**src/rtl/button_tick_gen.sv**
```systemverilog
// Debounced pushbutton to one-clock tick generator with a 2-flop input synchronizer.
// Optional auto-repeat while held is built when BUTTON_AUTOREPEAT_EN is defined.
module button_tick_gen #(
  parameter int unsigned DEBOUNCE_CYCLES = 1000000,
  parameter int unsigned REPEAT_DELAY    = 50000000,
  parameter int unsigned REPEAT_PERIOD   = 20000000
) (
  input  logic clk,
  input  logic rst,
  input  logic btn_in,
  output logic tick,
  output logic pressed
);

  localparam int unsigned CW   = 26;
  localparam int unsigned MAXV = (2 ** CW) - 1;
  localparam logic [CW-1:0] DB_TGT = CW'(DEBOUNCE_CYCLES);

  if (DEBOUNCE_CYCLES < 1 || DEBOUNCE_CYCLES > MAXV) begin : g_bad_db
    $error("DEBOUNCE_CYCLES out of range");
  end
  if (REPEAT_DELAY < 1 || REPEAT_DELAY > MAXV) begin : g_bad_rd
    $error("REPEAT_DELAY out of range");
  end
  if (REPEAT_PERIOD < 1 || REPEAT_PERIOD > MAXV) begin : g_bad_rp
    $error("REPEAT_PERIOD out of range");
  end

  typedef enum logic [1:0] {
    IDLE,
    PRESS_DB,
    HELD,
    RELEASE_DB
  } state_t;

  state_t        state, state_n;
  logic          s1, s2;
  logic [CW-1:0] db_cnt, db_cnt_n, db_inc;
  logic          tick_n, pressed_n;

`ifdef BUTTON_AUTOREPEAT_EN
  // Spacing of 1 would put a repeat tick right after the previous one; clamp to 2.
  localparam logic [CW-1:0] RD_TGT = CW'((REPEAT_DELAY < 2) ? 2 : REPEAT_DELAY);
  localparam logic [CW-1:0] RP_TGT = CW'((REPEAT_PERIOD < 2) ? 2 : REPEAT_PERIOD);
  logic [CW-1:0] rpt_cnt, rpt_cnt_n, rpt_inc;
  logic          rpt_phase, rpt_phase_n;
  assign rpt_inc = rpt_cnt + CW'(1);
`endif

  assign db_inc = db_cnt + CW'(1);

  always_comb begin
    state_n  = state;
    db_cnt_n = db_cnt;
    tick_n   = 1'b0;
`ifdef BUTTON_AUTOREPEAT_EN
    // Defaulting to zero outside HELD restarts the delay phase on every HELD entry.
    rpt_cnt_n   = '0;
    rpt_phase_n = 1'b0;
`endif
    case (state)
      IDLE: begin
        db_cnt_n = '0;
        if (s2) begin
          if (DB_TGT == CW'(1)) begin
            state_n = HELD;
            tick_n  = 1'b1;
          end else begin
            state_n  = PRESS_DB;
            db_cnt_n = CW'(1);
          end
        end
      end
      PRESS_DB: begin
        if (!s2) begin
          state_n  = IDLE;
          db_cnt_n = '0;
        end else if (db_inc == DB_TGT) begin
          state_n  = HELD;
          tick_n   = 1'b1;
          db_cnt_n = '0;
        end else begin
          db_cnt_n = db_inc;
        end
      end
      HELD: begin
        if (!s2) begin
          if (DB_TGT == CW'(1)) begin
            state_n  = IDLE;
            db_cnt_n = '0;
          end else begin
            state_n  = RELEASE_DB;
            db_cnt_n = CW'(1);
          end
        end else begin
`ifdef BUTTON_AUTOREPEAT_EN
          if (rpt_inc == (rpt_phase ? RP_TGT : RD_TGT)) begin
            tick_n      = 1'b1;
            rpt_cnt_n   = '0;
            rpt_phase_n = 1'b1;
          end else begin
            rpt_cnt_n   = rpt_inc;
            rpt_phase_n = rpt_phase;
          end
`endif
        end
      end
      RELEASE_DB: begin
        if (s2) begin
          state_n  = HELD;
          db_cnt_n = '0;
        end else if (db_inc == DB_TGT) begin
          state_n  = IDLE;
          db_cnt_n = '0;
        end else begin
          db_cnt_n = db_inc;
        end
      end
      default: begin
        state_n  = IDLE;
        db_cnt_n = '0;
      end
    endcase
    pressed_n = (state_n == HELD) || (state_n == RELEASE_DB);
  end

  always_ff @(posedge clk) begin
    if (rst) begin
      s1      <= 1'b0;
      s2      <= 1'b0;
      state   <= IDLE;
      db_cnt  <= '0;
      tick    <= 1'b0;
      pressed <= 1'b0;
`ifdef BUTTON_AUTOREPEAT_EN
      rpt_cnt   <= '0;
      rpt_phase <= 1'b0;
`endif
    end else begin
      s1      <= btn_in;
      s2      <= s1;
      state   <= state_n;
      db_cnt  <= db_cnt_n;
      tick    <= tick_n;
      pressed <= pressed_n;
`ifdef BUTTON_AUTOREPEAT_EN
      rpt_cnt   <= rpt_cnt_n;
      rpt_phase <= rpt_phase_n;
`endif
    end
  end

endmodule

```
**config.mk**
```make
export PLATFORM = sky130hd
export DESIGN_NAME = button_tick_gen
export DESIGN_NICKNAME = d
export VERILOG_FILES = /design/src/rtl/button_tick_gen.sv
export SDC_FILE = /design/constraint.sdc
export NUM_CORES = 1
export LEC_CHECK = 0
export ABC_AREA = 0
export ABC_CLOCK_PERIOD_IN_PS = 6500
export CAP_MARGIN = 5
export CORE_UTILIZATION = 65
export CTS_BUF_LIST = sky130_fd_sc_hd__clkbuf_4 sky130_fd_sc_hd__clkbuf_8
export CTS_CLUSTER_DIAMETER = 50
export CTS_CLUSTER_SIZE = 10
export DETAILED_ROUTE_END_ITERATION = 6
export PLACE_DENSITY_LB_ADDON = 0.08
export SETUP_SLACK_MARGIN = 0.02
export SYNTH_ARGS = -nofsm -noshare
export SYNTH_HDL_FRONTEND = slang
export SYNTH_SLANG_ARGS = --single-unit
export TNS_END_PERCENT = 5
```
**constraint.sdc**
```tcl
create_clock -name clk -period 6.5 [get_ports clk]
set_input_delay 0.975 -clock clk [delete_from_list [all_inputs] [get_ports clk]]
set_output_delay 0.975 -clock clk [all_outputs]
set_load 0.01 [all_outputs]
```
==> impl_results.md <==
- Port Buf Inserts: 4
- Worst Path Buf+Inv: 0
- Distinct cells, synth: 69
- Critical Path RT: 6.72 ns
- Reg power frac: 54.8%
- Die area: 0.003657 sq mm
- Unrepaired setup endpoints after global routing: no
- Top Usage Layer GRT: met2
- DRC violations left: 0
- DR iter-0 viols: 197
- Post-placement cell count: 306
- Max IR drop VDD: 0.1202 mV
- Crit path kind: reg2reg
- FP Rows: 20
- Switching share of power: 21.38%
- Min Tclk post-route: 2.982 ns
- Peak Freq: 335.3 MHz
- M3 GR Usage: 7.036%
- Synth Instances: 277
- Async S/R FF share, synth: 0%
- Crit-path max cell delay: 0.54 ns
- Worst Skew: 0.008312 ns
- DRT antenna net count: 0
- Switching pwr: 0.07720 mW
- Sequential area share after synthesis: 28.83%
- First-pass GRT wire length: 8431 um
- Worst Setup End Kind: register
- CTS Buf Count: 5
- Post-CTS Setup Bufs: 0
- Worst reg-to-reg path cell count: 8
- Startpoint types: register
- Setup violators final: 0
- Top delay family on crit path: simple AND/OR/NAND/NOR gates
- Clock transition at path regs: 0.10 ns
- CP max-delay cell: dfxtp_1
- Die extent in y: 60.47 um
- WHS Path Cells: 1
- Via Count: 2038
- CTS max path bufs: 2
- Yosys warns: 0
- H-tree Lvls: 2
- Comb pwr share: 1.5%
- Dpl ws: 3.436 ns
- Post-CTS Resized: 0
- Final Worst Setup Slack: 3.518 ns
- Final Net Count: 274
- Yosys top cell by area: dfxtp_1
- Endpoints failing hold: 0
- Clock root buffer: clkbuf_4
- Fillers: 265
- Pin count of the biggest net entering global routing: 19
- P_int: 0.2839 mW
- I/O pins: 5
- Max Cap Viol: 0
- Area growth syn-to-layout: 2.703%
- Pwr Density: 158.2 mW/mm^2
- Met1 usage: 45.23%
- Mapped Area: 0.002222 sq mm
- Met2 Track Usage GR: 45.37%
- Sequence of cells on the critical path: ha_1 -> and3_1 -> nand4_4 -> o31ai_1 -> nand3b_1 -> nand4b_4 -> nand2_2 -> o21ai_0
- Worst-margin pin slew: 1.040 ns
- EDFF count, synth: 0
- Status: complete, no violations
- Vias per cell: 6.490
- Hold Buf Count CTS: 0
- Initial antenna violation count: 0
- Hold Path Class: reg2reg
- Detail Placement HPWL: 3615 um
- Most used DFF post-synth: dfxtp_1
- Mapped Nets: 282
- Stages on worst setup path: 8
- Clock Latency Late Sink: 0.35 ns
- Period Utilization, post-route: 45.88%
- Final WL: 5059 um
- TritonCTS clock tree: built
- Worst path arrival time: 3.21 ns
- Hold Worst Slack: 0.4472 ns
- Non-Filler Instances: 314
- LEAKAGE: 0.7640 nW
- Core ar.: 0.003153 sq mm
- Die Width: 60.47 um
- Synth area leaders: dfxtp_1 (29%), nand2_1 (5.2%), o21ai_0 (4.1%)
- Fin Setup TNS: 0 ns
- Slew HR: 30.44%
- Clock share of power: 43.7%
- Routed len/inst: 16.11 um
- Layout cells sized above 1: 10.74%
- Flops & latches, synth: 32
- Yosys top cell area share: 28.83%
- Antenna Cells: 0
- Starting Density: 70.48%
- GRT Resource Usage Total: 31.39%
- Pre-antenna DRT Iters: 5
- Average size of a mapped cell: 8.022 sq um
- Routability Congestion: 0.9308
- Worst Path Max Fanout: 15
- Number of global-route vias before repair: 1754
- Pins over their slew limit: 0
- Congestion Overflow GR: 0
- # clock sinks: 32
==> cell families after synthesis <==
kind of cell             count (synthesis)  share of synthesized area [%]
AND/OR/NAND/NOR                        146                          40.77
AO/OA/AOI/OAI                           57                          16.95
flip-flops                              32                          28.83
buffers and inverters                   25                          6.194
XOR/XNOR                                12                          4.730
multiplexers                             3                          1.408
adder cells (fa/ha/maj)                  2                          1.126
==> cell type report <==
class	count	area, sq um	area share [%]
clock buffer	6	45.04	1.974
clock inverter	2	35.03	1.535
inverter	6	22.52	0.9868
multi-input combinational	220	1444	63.27
sequential	32	640.6	28.07
tap	44	55.05	2.412
timing repair buffer	4	40.04	1.754
==> through the flow <==
stage	cell area [sq um]	total power [mW]	util, %
5_1_grt	2282	0.3745	72.38
6_report	2282	0.3611	72.38
3_3_place_gp	2202	0.2075	69.84
4_1_cts	2282	0.3628	72.38
3_5_place_dp	2202	0.2077	69.84
2_1_floorplan	2222	0.2058	-
==> cells in the final DEF, fill, tap and decap left out, drive strengths merged, types with 2 or more instances in the layout <==
cell type       n
or3             3
nand4          11
or4             2
o211ai          2
o31ai           5
and4            5
xnor2           8
a311oi          2
inv             6
a211o           2
o21ai          20
nor4            7
clkbuf          6
clkdlybuf4s50   4
and3            6
nor2           21
or2             4
nand3          16
and2b           2
mux2i           2
nand2b          2
ha              2
nor3           12
a21oi          10
nor2b           3
and2            7
o311ai          2
dfxtp          32
nand2          32
a22oi           2
and3b           2
xor2            4
a31oi           3
nand4b          2
nand3b          4
==> final timing paths <==
| path | from | endpoint | slack (ns) |
|---|---|---|---|
| max | db_cnt[0] | db_cnt[3] | 3.52 |
| max reg2reg | db_cnt[0] | db_cnt[3] | 3.52 |
| min reg2reg | s1 | s2 | 0.45 |
| min | s1 | s2 | 0.45 |
==> sequential cells by signal, indices dropped and copies added, names as in the netlist <==
register  count
tick          1
s2            1
s1            1
pressed       1
db_cnt       26
state         2
==> routing by layer <==
layer | share of wire (%) | wire length (um)
met5 | 0 | 0
met4 | 2.1 | 104
met3 | 8.1 | 409
met2 | 44 | 2236
met1 | 46 | 2309
==> Yosys cell counts, types with 4 or more instances <==
| library cell | instances |
|---|---|
| a21oi_1 | 10 |
| and2_1 | 6 |
| and3_1 | 6 |
| and4_1 | 4 |
| buf_6 | 4 |
| clkbuf_1 | 7 |
| dfxtp_1 | 32 |
| inv_1 | 6 |
| nand2_1 | 31 |
| nand3_1 | 16 |
| nand3b_1 | 4 |
| nand4_1 | 8 |
| nor2_1 | 21 |
| nor3_1 | 10 |
| nor4_1 | 5 |
| o21ai_0 | 18 |
| o31ai_1 | 5 |
| xnor2_1 | 8 |
| xor2_1 | 4 |
==> power groups by stage <==
| stage | Sequential (mW) | Combinational (mW) | Clock (mW) |
|---|---|---|---|
| 3_3_place_gp | 0.202 | 0.00511 | 0 |
| 5_1_grt | 0.198 | 0.00586 | 0.171 |
| 2_1_floorplan | 0.202 | 0.00390 | 0 |
| 4_1_cts | 0.198 | 0.00526 | 0.160 |
| 3_5_place_dp | 0.202 | 0.00526 | 0 |
| 6_report | 0.198 | 0.00531 | 0.158 |
(Power assumes the default switching activity.)
